### src/rtl/calc_sequencer.sv
// calc_sequencer: synchronizes the execute button, drives the ALU for ALU_LAT cycles and commits
// the result into the LED accumulator. Define CALC_DEBOUNCE_EN to debounce the button first.
module calc_sequencer #(
   parameter int unsigned DATA_W          = 16,
   parameter int unsigned ALU_LAT         = 1,
   parameter int unsigned DEBOUNCE_CYCLES = 4
) (
   input  logic              clk,
   input  logic              resetn,
   input  logic              btnd,
   input  logic [3:0]        alu_op_n,
   input  logic [DATA_W-1:0] sw,
   input  logic [DATA_W-1:0] alu_res,
   input  logic              alu_ovf,
   output logic [DATA_W-1:0] alu_a,
   output logic [DATA_W-1:0] alu_b,
   output logic [3:0]        alu_op,
   output logic              busy,
   output logic [DATA_W-1:0] led,
   output logic              ovf_led
);

   localparam int unsigned     CntW    = (ALU_LAT > 1) ? $clog2(ALU_LAT) : 1;
   localparam logic [CntW-1:0] CntLoad = CntW'(ALU_LAT - 1);

   typedef enum logic [1:0] {
      StIdle,
      StWait,
      StCommit
   } state_e;

   logic              sync1;
   logic              sync2;
   logic              btn_lvl;
   logic              btn_prev;
   logic              exec_pulse;
   state_e            state;
   logic [CntW-1:0]   wait_cnt;
   logic [DATA_W-1:0] acc;

   // Reset to 1 so a button held through reset release does not look like a new press.
   always_ff @(posedge clk or negedge resetn) begin
      if (!resetn) begin
         sync1 <= 1'b1;
         sync2 <= 1'b1;
      end else begin
         sync1 <= btnd;
         sync2 <= sync1;
      end
   end

`ifdef CALC_DEBOUNCE_EN
   localparam int unsigned    DbW    = $clog2(DEBOUNCE_CYCLES + 1);
   localparam logic [DbW-1:0] DbLast = DbW'(DEBOUNCE_CYCLES - 1);

   logic [DbW-1:0] db_cnt;
   logic           db_lvl;

   // db_cnt counts consecutive samples that disagree with the current debounced level.
   always_ff @(posedge clk or negedge resetn) begin
      if (!resetn) begin
         db_cnt <= '0;
         db_lvl <= 1'b1;
      end else if (sync2 == db_lvl) begin
         db_cnt <= '0;
      end else if (db_cnt == DbLast) begin
         db_cnt <= '0;
         db_lvl <= sync2;
      end else begin
         db_cnt <= db_cnt + DbW'(1);
      end
   end

   assign btn_lvl = db_lvl;
`else
   assign btn_lvl = sync2;
`endif

   always_ff @(posedge clk or negedge resetn) begin
      if (!resetn) begin
         btn_prev <= 1'b1;
      end else begin
         btn_prev <= btn_lvl;
      end
   end

   assign exec_pulse = btn_lvl & ~btn_prev;

   // Pulses seen outside StIdle are dropped, never queued.
   always_ff @(posedge clk or negedge resetn) begin
      if (!resetn) begin
         state    <= StIdle;
         wait_cnt <= '0;
         alu_op   <= '0;
         alu_b    <= '0;
         acc      <= '0;
         busy     <= 1'b0;
         ovf_led  <= 1'b0;
      end else begin
         unique case (state)
            StIdle: begin
               if (exec_pulse) begin
                  alu_op   <= alu_op_n;
                  alu_b    <= sw;
                  wait_cnt <= CntLoad;
                  busy     <= 1'b1;
                  state    <= StWait;
               end
            end
            StWait: begin
               if (wait_cnt == '0) begin
                  state <= StCommit;
               end else begin
                  wait_cnt <= wait_cnt - CntW'(1);
               end
            end
            StCommit: begin
               acc     <= alu_res;
               ovf_led <= ovf_led | alu_ovf;
               busy    <= 1'b0;
               state   <= StIdle;
            end
            default: begin
               busy  <= 1'b0;
               state <= StIdle;
            end
         endcase
      end
   end

   assign alu_a = acc;
   assign led   = acc;

endmodule

### config.mk
export PLATFORM = sky130hd
export DESIGN_NAME = calc_sequencer
export DESIGN_NICKNAME = d
export VERILOG_FILES = /design/src/rtl/calc_sequencer.sv
export SDC_FILE = /design/constraint.sdc
export NUM_CORES = 1
export LEC_CHECK = 0
export CAP_MARGIN = 20
export CORE_MARGIN = 2
export CORE_UTILIZATION = 38
export CTS_CLUSTER_SIZE = 12
export DETAILED_ROUTE_END_ITERATION = 12
export GPL_TIMING_DRIVEN = 1
export PLACE_DENSITY = 0.79
export SLEW_MARGIN = 25
export SYNTH_ARGS = -nofsm -noshare
export SYNTH_HDL_FRONTEND = slang
export SYNTH_SLANG_ARGS = --single-unit
### constraint.sdc
create_clock -name clk -period 1.8 [get_ports clk]
set_input_delay 0.45 -clock clk [delete_from_list [all_inputs] [get_ports clk]]
set_output_delay 0.45 -clock clk [all_outputs]
set_load 0.03 [all_outputs]
* After elaboration in Yosys (flattened, before gate mapping)
Index checks and enable logic that the tools add are counted.
** Operators by class
- Equal/unequal tests :: 4
- Reductions and logical operators :: 6
- Bitwise gates (word level) :: 4
- Add/subtract/negate cells :: 1
- Mux-type cells :: 8
** Operator list (number)
- $reduce_and 2->1 :: 4
- $mux 2 :: 2
- $ne 2x2->1 const B :: 2
- $pmux 1 s2 :: 2
- $pmux 2 s2 :: 1
- $mux 1 :: 3
- $eq 2x1->1 const B :: 1
- $eq 2x2->1 const B :: 1
- $logic_not 2->1 :: 1
- $not 1->1 :: 2
- $reduce_bool 2->1 :: 1
- $and 1x1->1 :: 1
- $or 1x1->1 :: 1
- $sub 1x1->1 const B :: 1
** Word-level totals
- Output and inout bits :: 54
- Register bits :: 44
- Logic and storage cells :: 33
- Bits of input ports :: 40

* Longest topological paths before layout
- Depth after elaboration :: 4
- Mapped depth :: 4
- Gate-level depth less buffers :: 2

* Worst setup path after synthesis
Ideal clock, no wire load.
- Path type :: register to register
- From :: reg sync2 (netlist: btn_lvl)
- To :: reg alu_b[10]
- Setup slack :: 396 ps
- Cell stages (with the launch flop) :: 4
- Required time :: 1675 ps
- Setup time :: 125 ps
- Clock period less this slack :: 1404 ps
- Arrival time :: 1279 ps
- Path buffers :: 1
- Path through :: dfstp_2 > nor4b_4 > buf_6 > mux2_2
** Between the ends
- Word-level cells in the longest chain between the ends :: 2
** Ends and longest elaborated chain
- from (decl) :: RTL line 33 : logic sync2;
- from (signal assigned) :: RTL line 48 : sync2 <= sync1;
- $and 1x1->1 :: RTL line 87 : assign exec_pulse = btn_lvl & ~btn_prev;
- $reduce_and 2->1 (no source line)
- to (signal assigned) :: RTL line 104 : alu_b <= sw;
- to (decl) :: RTL line 16 : output logic [DATA_W-1:0] alu_b,
Every way passes these cells.
A chain may end at the register's enable or synchronous reset.

* Worst setup path in the final report
- From :: reg alu_b[6]
- To :: out alu_b[6]
No word-level cell between the ends.

==> out/metrics.csv <==
metric;value;unit
netSwitchingPower;1.25;mW
power.density;1220;nW/µm²
critical_path.endpoint_type;primary output;
finalHoldViolCount;0;
vias;1107;
setup_viol;0;
fmax;565;MHz
syn_nets;147;
grt_pass1_vias;1222;
yosysUniqueCellTypes;13;
p_clk_frac;0.168;
cp-start-kind;flip-flop;
gr-total-overflow;0;
initial_core_util;0.393;
ys_ff_latch;43;
post-route-min-period;1770;ps
dp_hpwl;2620;µm
wl_per_cell;14.8;µm
ys_seq_area_frac;0.631;
multi_input_area;464;µm²
worstPathArrival;1320;ps
grt_first_pass_wirelength;5700;µm
max_cap_viol_count;0;
antenna_cells;0;
critPathBufInv;1;
grt_max_degree;23;
antenna_found_initial;0;
slowest_stage;clkdlybuf4s50_1;
period_share;0.983;
avgSynthCellArea;16.0;µm²
swShare;0.372;
synth_area;1710;µm²
num_rows;24;
yosysWarnings;0;
p_total;3.35;mW
fin_nets;230;
fin_worst_skew;8.00;ps
ios;94;
numClockSinks;43;
layout_common_cells;clkdlybuf4s50_1 (46), dfrtp_1 (40), dlymetal6s2s_1 (37);
finalMaxSlewViolations;0;
firstDrtPassIters;4;
drive_above_1_share;0.267;
syn_inst;107;
relSlewSlack;0.658;
p_seq_frac;0.386;
post_drt_via_cell_ratio;4.56;
seq_area;1080;µm²
path_cells;clkdlybuf4s50_1;
leakage;1.46;nW
clk_latency;290;ps
cp.required;1350;ps
status;finished clean;
port_buffers;93;
area_delta_synth_final;60.9;%
drt_iter0_markers;34;
clockRootBuffer;clkbuf_8;
combPwrFrac;0.446;
power.internal;2.10;mW
fp.coreArea;4350;µm²
max_slew.worst_pin.slew;513;ps
path_clk_slew;70;ps
hold_ws;127;ps
final_common_cell;clkdlybuf4s50_1;
hold_class;input port to asynchronous set/reset pin;
gp_congestion;0.683;
critPathMaxStageDelay;670;ps
drc;0;
ant_nets;0;
track_usage;0.146;
hold_buffers;0;
htree_levels;2;
postCtsSetupRepairBufs;0;
dieHeight;71.1;µm
fin_setup_tns;0;ps
die_x;71.1;µm
cts_buffer_depth;2;
ir_drop;0.694;mV
fillers;318;
cp_max_fo;2;
wirelength;3590;µm
crit_type;flip-flop to primary output;
cts_tree;built;
cts_buffers;5;
die-area;5050;µm²
crit_family;buffers and inverters;
-- power by group through the flow --
stage / clock (mW) / combinational [mW] / sequential (mW)
final: 0.563 / 1.49 / 1.29
after global routing: 0.631 / 1.56 / 1.33
after CTS: 0.591 / 1.54 / 1.30
after detailed placement: 0 / 1.58 / 1.32
after global placement: 0 / 1.56 / 1.30
after floorplan: 0 / 0.564 / 1.71
-- worst paths after layout --
kind,start,endpoint,slack [ps],cells after the start
worst min register to register,sync1,btn_lvl,360,0
worst max-delay path,alu_b[6],alu_b[6],30,1
worst min-delay path,resetn,alu_b[8],130,1
max in group asynchronous,resetn,alu_a[15],1170,2
worst max register to register,btn_lvl,alu_op[2],330,3
min in group clk,sync1,btn_lvl,360,0
-- registers in the layout, indices dropped and copies added, names as in the netlist --
register  flops
alu_op        4
busy          1
ovf_led       1
alu_a        16
alu_b        16
state         2
btn_prev      1
sync1         1
btn_lvl       1
-- layout make-up --
| cell class | count | share of cell area |
|---|---|---|
| Clock buffer | 7 | 0.0277 |
| Sequential cell | 43 | 0.392 |
| Tap cell | 52 | 0.0236 |
| Inverter | 2 | 0.00273 |
| Multi-Input combinational cell | 42 | 0.169 |
| Timing Repair Buffer | 96 | 0.383 |
| Clock inverter | 1 | 0.00182 |
-- worst register-to-register path: stages (launching register included) --
cell and delay, ps:
dfstp_2 540, nor4b_4 250, buf_12 200, mux2_2 360
-- synth_stat cells --
library cell	n	area, µm²
inv_1	2	7.51
buf_4	16	120
and2b_1	1	7.51
or3b_2	1	8.76
nand2b_1	1	6.26
nor4b_4	1	23.8
buf_2	1	5.00
mux2_2	36	405
dfstp_2	3	78.8
dfrtp_1	40	1000
buf_6	3	33.8
a21oi_1	1	5.00
o21bai_1	1	7.51
-- logic make-up (layout without fill, tap and decap cells) --
group | Yosys count | count (layout) | synth area share
buffers and inverters | 22 | 106 | 0.0973
flip-flops | 43 | 43 | 0.631
multiplexers | 36 | 36 | 0.237
AND/OR/NAND/NOR | 4 | 4 | 0.0271
AO/OA/AOI/OAI | 2 | 2 | 0.00731
-- per-stage QoR --
step                      utilization  instances  cell area (µm²)  setup WS, ps
after global routing            0.632        243             2750         -6.05
final                           0.632        243             2750          30.1
after CTS                       0.611        243             2660         0.734
after global placement          0.595        235             2590           312
after detailed placement        0.595        235             2590           300
after floorplan                     -        107             1710           396
-- metal layers --
metal | global-route usage | part of all wire | vias to the layer above
met2 | 0.252 | 0.53 | 54
li1 | - | - | 509
met5 | 0 | 0 | -
met4 | 0.0818 | 0.028 | 0
met1 | 0.165 | 0.38 | 534
met3 | 0.0370 | 0.067 | 10
-- timing repair --
| action | in CTS | in global routing |
|---|---|---|
| endpoints found under the setup margin | 11 | 38 |
| resized for setup | 9 | 37 |
| hold endpoints to repair | 0 | 0 |
(Power assumes the default switching activity.)
